**config.mk**
```make
export PLATFORM = sky130hd
export DESIGN_NAME = pc_sequencer
export DESIGN_NICKNAME = d
export VERILOG_FILES = /design/src/rtl/pc_sequencer.sv
export SDC_FILE = /design/constraint.sdc
export NUM_CORES = 1
export LEC_CHECK = 0
export ABC_AREA = 1
export CORE_AREA = 2 2 39 41
export DETAILED_ROUTE_END_ITERATION = 10
export DIE_AREA = 0 0 41 43
export DONT_BUFFER_PORTS = 1
export PLACE_DENSITY = 0.4
export SLEW_MARGIN = 20
export SYNTH_ARGS = -nofsm -noshare
export SYNTH_HDL_FRONTEND = slang
export SYNTH_SLANG_ARGS = --single-unit
export TNS_END_PERCENT = 10
```
**constraint.sdc**
```tcl
create_clock -name clk -period 1.7 [get_ports clk]
set_clock_uncertainty 0.05 [all_clocks]
set_input_delay 0.34 -clock clk [delete_from_list [all_inputs] [get_ports clk]]
set_output_delay 0.34 -clock clk [all_outputs]
set_load 0.02 [all_outputs]
```
**src/rtl/pc_sequencer.sv**
```systemverilog
// Control sequencer for an 8-bit program counter: run/halt, stall, relative branch.
// Define PC_SEQ_CALL_EN to compile in the DEPTH-entry call/return stack.
module pc_sequencer #(
  parameter int PC_W  = 8,
  parameter int DEPTH = 4
) (
  input  logic            clk,
  input  logic            startup_n,
  input  logic            start,
  input  logic            halt_req,
  input  logic            stall,
  input  logic            branch_req,
  input  logic [PC_W-1:0] branch_offset,
  input  logic            call_req,
  input  logic            ret_req,
  input  logic [PC_W-1:0] pc,
  output logic            pc_startup,
  output logic [PC_W-1:0] pc_control,
  output logic [PC_W-1:0] jump_offset,
  output logic            busy,
  output logic            done,
  output logic            stack_err
);

  typedef enum logic [1:0] {S_IDLE, S_RUN, S_HALT} state_t;

  localparam logic [PC_W-1:0] ONES = '1;

  state_t r_state;
  state_t w_next_state;

`ifdef PC_SEQ_CALL_EN
  localparam int SP_W  = $clog2(DEPTH + 1);
  localparam int IDX_W = (DEPTH > 1) ? $clog2(DEPTH) : 1;

  logic [PC_W-1:0]  r_stack [DEPTH];
  logic [SP_W-1:0]  r_sp;
  logic             r_stack_err;
  logic [IDX_W-1:0] w_wr_idx;
  logic [IDX_W-1:0] w_rd_idx;
  logic [PC_W-1:0]  w_top;
  logic             w_full;
  logic             w_push;
  logic             w_pop;
  logic             w_err_set;
  logic             w_launch;

  assign w_wr_idx  = IDX_W'(r_sp);
  assign w_rd_idx  = IDX_W'(r_sp - 1'b1);
  assign w_top     = r_stack[w_rd_idx];
  assign w_full    = (r_sp == SP_W'(DEPTH));
  assign w_launch  = (r_state == S_IDLE) && start;
  assign stack_err = r_stack_err;
`else
  logic w_unused;
  assign w_unused  = ret_req ^ (^pc) ^ (DEPTH > 8);
  assign stack_err = 1'b0;
`endif

  always_ff @(posedge clk or negedge startup_n) begin
    if (!startup_n) r_state <= S_IDLE;
    else            r_state <= w_next_state;
  end

  // A hold is pc_control and jump_offset both all-ones: the PC adds 1 - 1.
  always_comb begin
    w_next_state = r_state;
    pc_startup   = 1'b0;
    pc_control   = '0;
    jump_offset  = '0;
    busy         = 1'b0;
    done         = 1'b0;
`ifdef PC_SEQ_CALL_EN
    w_push       = 1'b0;
    w_pop        = 1'b0;
    w_err_set    = 1'b0;
`endif
    case (r_state)
      S_IDLE: begin
        pc_startup = 1'b1;
        if (start) w_next_state = S_RUN;
      end
      S_RUN: begin
        busy = 1'b1;
        if (halt_req) begin
          pc_control   = ONES;
          jump_offset  = ONES;
          w_next_state = S_HALT;
        end else if (stall) begin
          pc_control  = ONES;
          jump_offset = ONES;
`ifdef PC_SEQ_CALL_EN
        end else if (ret_req) begin
          if (r_sp != '0) begin
            w_pop       = 1'b1;
            pc_control  = ONES;
            jump_offset = w_top - pc - 1'b1;
          end else begin
            w_err_set = 1'b1;
          end
        end else if (call_req) begin
          pc_control  = ONES;
          jump_offset = branch_offset;
          if (w_full) w_err_set = 1'b1;
          else        w_push    = 1'b1;
`else
        end else if (call_req) begin
          pc_control  = ONES;
          jump_offset = branch_offset;
`endif
        end else if (branch_req) begin
          pc_control  = ONES;
          jump_offset = branch_offset;
        end
      end
      S_HALT: begin
        pc_control  = ONES;
        jump_offset = ONES;
        done        = 1'b1;
        if (start) w_next_state = S_IDLE;
      end
      default: w_next_state = S_IDLE;
    endcase
  end

`ifdef PC_SEQ_CALL_EN
  // The stack is emptied whenever the sequencer sits in IDLE, so every launch starts clean.
  always_ff @(posedge clk or negedge startup_n) begin
    if (!startup_n) begin
      r_sp <= '0;
      for (int i = 0; i < DEPTH; i++) r_stack[i] <= '0;
    end else if (r_state == S_IDLE) begin
      r_sp <= '0;
    end else if (w_push) begin
      r_stack[w_wr_idx] <= pc + 1'b1;
      r_sp              <= r_sp + 1'b1;
    end else if (w_pop) begin
      r_sp <= r_sp - 1'b1;
    end
  end

  always_ff @(posedge clk or negedge startup_n) begin
    if (!startup_n)     r_stack_err <= 1'b0;
    else if (w_launch)  r_stack_err <= 1'b0;
    else if (w_err_set) r_stack_err <= 1'b1;
  end
`endif

endmodule

```
==> impl_metrics.toml <==
[hold_path]
hp-start = "halt_req"
hold_depth = 2
hold_end = "r_state[1]$_DFFE_PN0P_"
hp-class = "in -> reg"

[timing]
hold_ws_ps = 218.9
maxSlewViolCount = 0
rsz0062_at_grt = "yes"
fmax_mhz = 535.5
finalCriticalPeriod_ps = 1867
report.final.setup_viol = 16
worst_slack_ps = -167.5
hold_viol_final = 0
timing.final.crit_share = 1.099

[final_layout]
antenna_cells = 0
largestRegisters = "r_state x2"
fill_cells = 146
layout-drive-gt1-share = 0.4844
area_growth_pct = 49.10
final_util = 0.3761
largest-register = "r_state"
largest_reg_flops = 2
final_nets = 94
fin_area_um2 = 520.5
mostFrequentLayoutCell = "nor2_1"
final_cell_mix = "nor2_1 (17), buf_4 (12), nand2_1 (7)"

[job]
maxCapViolCount = 0

[critical_path]
ff2ff_path_depth = 6
critPathRequiredTime_ps = 1310
slowest_stage = "dfrtp_2"
r2r_start = "r_state[0]$_DFFE_PN0P_"
cp_cell_sequence = "inv_4 -> ha_4 -> o21a_4 -> nand2_4 -> clkinvlp_4 -> buf_12"
rr_endpoint = "r_state[0]$_DFFE_PN0P_"
worstPathMaxFanout = 8
slowest_delay_ps = 440
critPathLaunchType = "flip-flop"
rrSetupSlack_ps = 390
critPathArrivalTime_ps = 1480
critPathKind = "reg -> out"
critPathCaptureType = "output port"

[cts]
clk_pin_slew_ps = 30
clockBufferDepth = 2
post_cts_buffers = 0
cts_tree = "built"
cts_buffers = 3
cts.sinks = 2
htreeDepth = 1
worst_skew_pair.late_latency_ps = 220
root_buffer = "clkbuf_4"

[synth]
syn_inst = 54
ys_seq_elements = 2
avgSynthCellArea_um2 = 6.465
yosysSeqAreaShare = 0.1434
synth.distinct_cells = 14
yosys_warnings = 0
syn-num-nets = 82
syn-cell-area_um2 = 349.1

[global_route]
overflow = 0
grt_max_degree = 9
track_usage = 0.09419
grt_pass1_wl_um = 1152
antenna_found_initial = 0
grt_pass1_vias = 293

[die]
io_pins = 44
die_h_um = 43
start_util = 0.2523
dieArea_um2 = 1763
die_x_um = 41
core_um2 = 1384
row_count = 14

[detailed_routing]
firstDrtPassIters = 3
wl_per_cell_um = 9.438
first_iter_violations = 2
ant_nets = 0
vias_per_cell = 3.975
route.detailed.drc = 0
routed_wl_um = 755
via_count = 318

[placed_design]
port_buffers = 0
place_congestion = 0.6836
placed_area_um2 = 427.9
pre_cts_ws_ps = -12.96
dp_hpwl_um = 580.6

[power_and_ir_drop]
p_total_uw = 1433
peakVddDrop_mv = 0.7389
power_density_nw_per_um2 = 2752
leakage_uw = 0.0002539

[outcome]
status = "finished, violations left"
violations = "setup timing"
[cells in the mapped netlist]
cell	n	area share
buf_4	8	0.17
inv_1	5	0.054
nand2_4	2	0.065
inv_2	1	0.011
dfrtp_1	2	0.14
nor2_1	17	0.18
o21a_2	1	0.025
nor2_4	1	0.032
ha_1	4	0.14
nand3_1	3	0.043
o21ai_0	1	0.014
nand3_2	1	0.029
conb_1	1	0.011
nand2_1	7	0.075
[timing repair]
item / in CTS / in global routing
gates resized for setup: 5 / 6
hold buffers: 1 / 0
hold endpoints to repair: 2 / 0
setup endpoints to repair: 16 / 16
gates cloned: 1 / 0
pin swaps: 1 / 1
[report_power, final]
| part | switching (µW) | leakage [µW] | internal (µW) |
|---|---|---|---|
| Combinational | 740 | 0.000217 | 470 |
| Clock | 24.1 | 0.0000138 | 77.7 |
| Sequential | 44.4 | 0.0000228 | 76.5 |
| Total | 808 | 0.000254 | 624 |
[cell families after synthesis]
family | synth area share
flip-flops | 0.1434
AND/OR/NAND/NOR | 0.4265
buffers and inverters | 0.2366
other | 0.01074
AO/OA/AOI/OAI | 0.03942
adder cells (fa/ha/maj) | 0.1434
[metrics by stage]
stage / cells / setup TNS (ps)
floorplan: 54 / -661.5
global placement: 75 / -153.0
detailed placement: 75 / -102.9
CTS: 80 / -2801
global route: 80 / -2971
finish: 80 / -2063
[worst max path at each step]
stage                            from             to  slack, ps
3_3_place_gp   r_state[0]$_DFFE_PN0P_  pc_control[5]        -20
3_5_place_dp   r_state[0]$_DFFE_PN0P_  pc_control[5]        -10
5_1_grt        r_state[0]$_DFFE_PN0P_  pc_control[0]       -230
6_report       r_state[0]$_DFFE_PN0P_  pc_control[5]       -170
4_1_cts        r_state[0]$_DFFE_PN0P_  pc_control[5]       -210
2_1_floorplan  r_state[0]$_DFFE_PN0P_  pc_control[1]        -90
[critical path, delay by kind of cell, from the launching register on]
family / cells / cell delay (ps)
simple gates: 1 / 100
flops: 1 / 440
compound gates: 1 / 130
buf+inv: 3 / 390
fa+ha+maj: 1 / 200
[metal layers]
metal / up-vias / part of all wire / global-route usage / wire length [µm]
met5: - / 0 / 0 / 0
met4: 0 / 0 / 0.06000 / 0
met3: 0 / 0.049 / 0.02094 / 37
met2: 8 / 0.52 / 0.1250 / 394
met1: 135 / 0.43 / 0.1310 / 322
li1: 175 / - / - / -
[final cells by class]
type | instances | area (µm²) | area share
Inverter | 6 | 31.28 | 0.06010
Sequential cell | 2 | 52.55 | 0.1010
Clock buffer | 3 | 22.52 | 0.04327
Timing Repair Buffer | 14 | 120.1 | 0.2308
Tap cell | 16 | 20.02 | 0.03846
Multi-Input combinational cell | 39 | 274.0 | 0.5264
(Power assumes the default switching activity.)
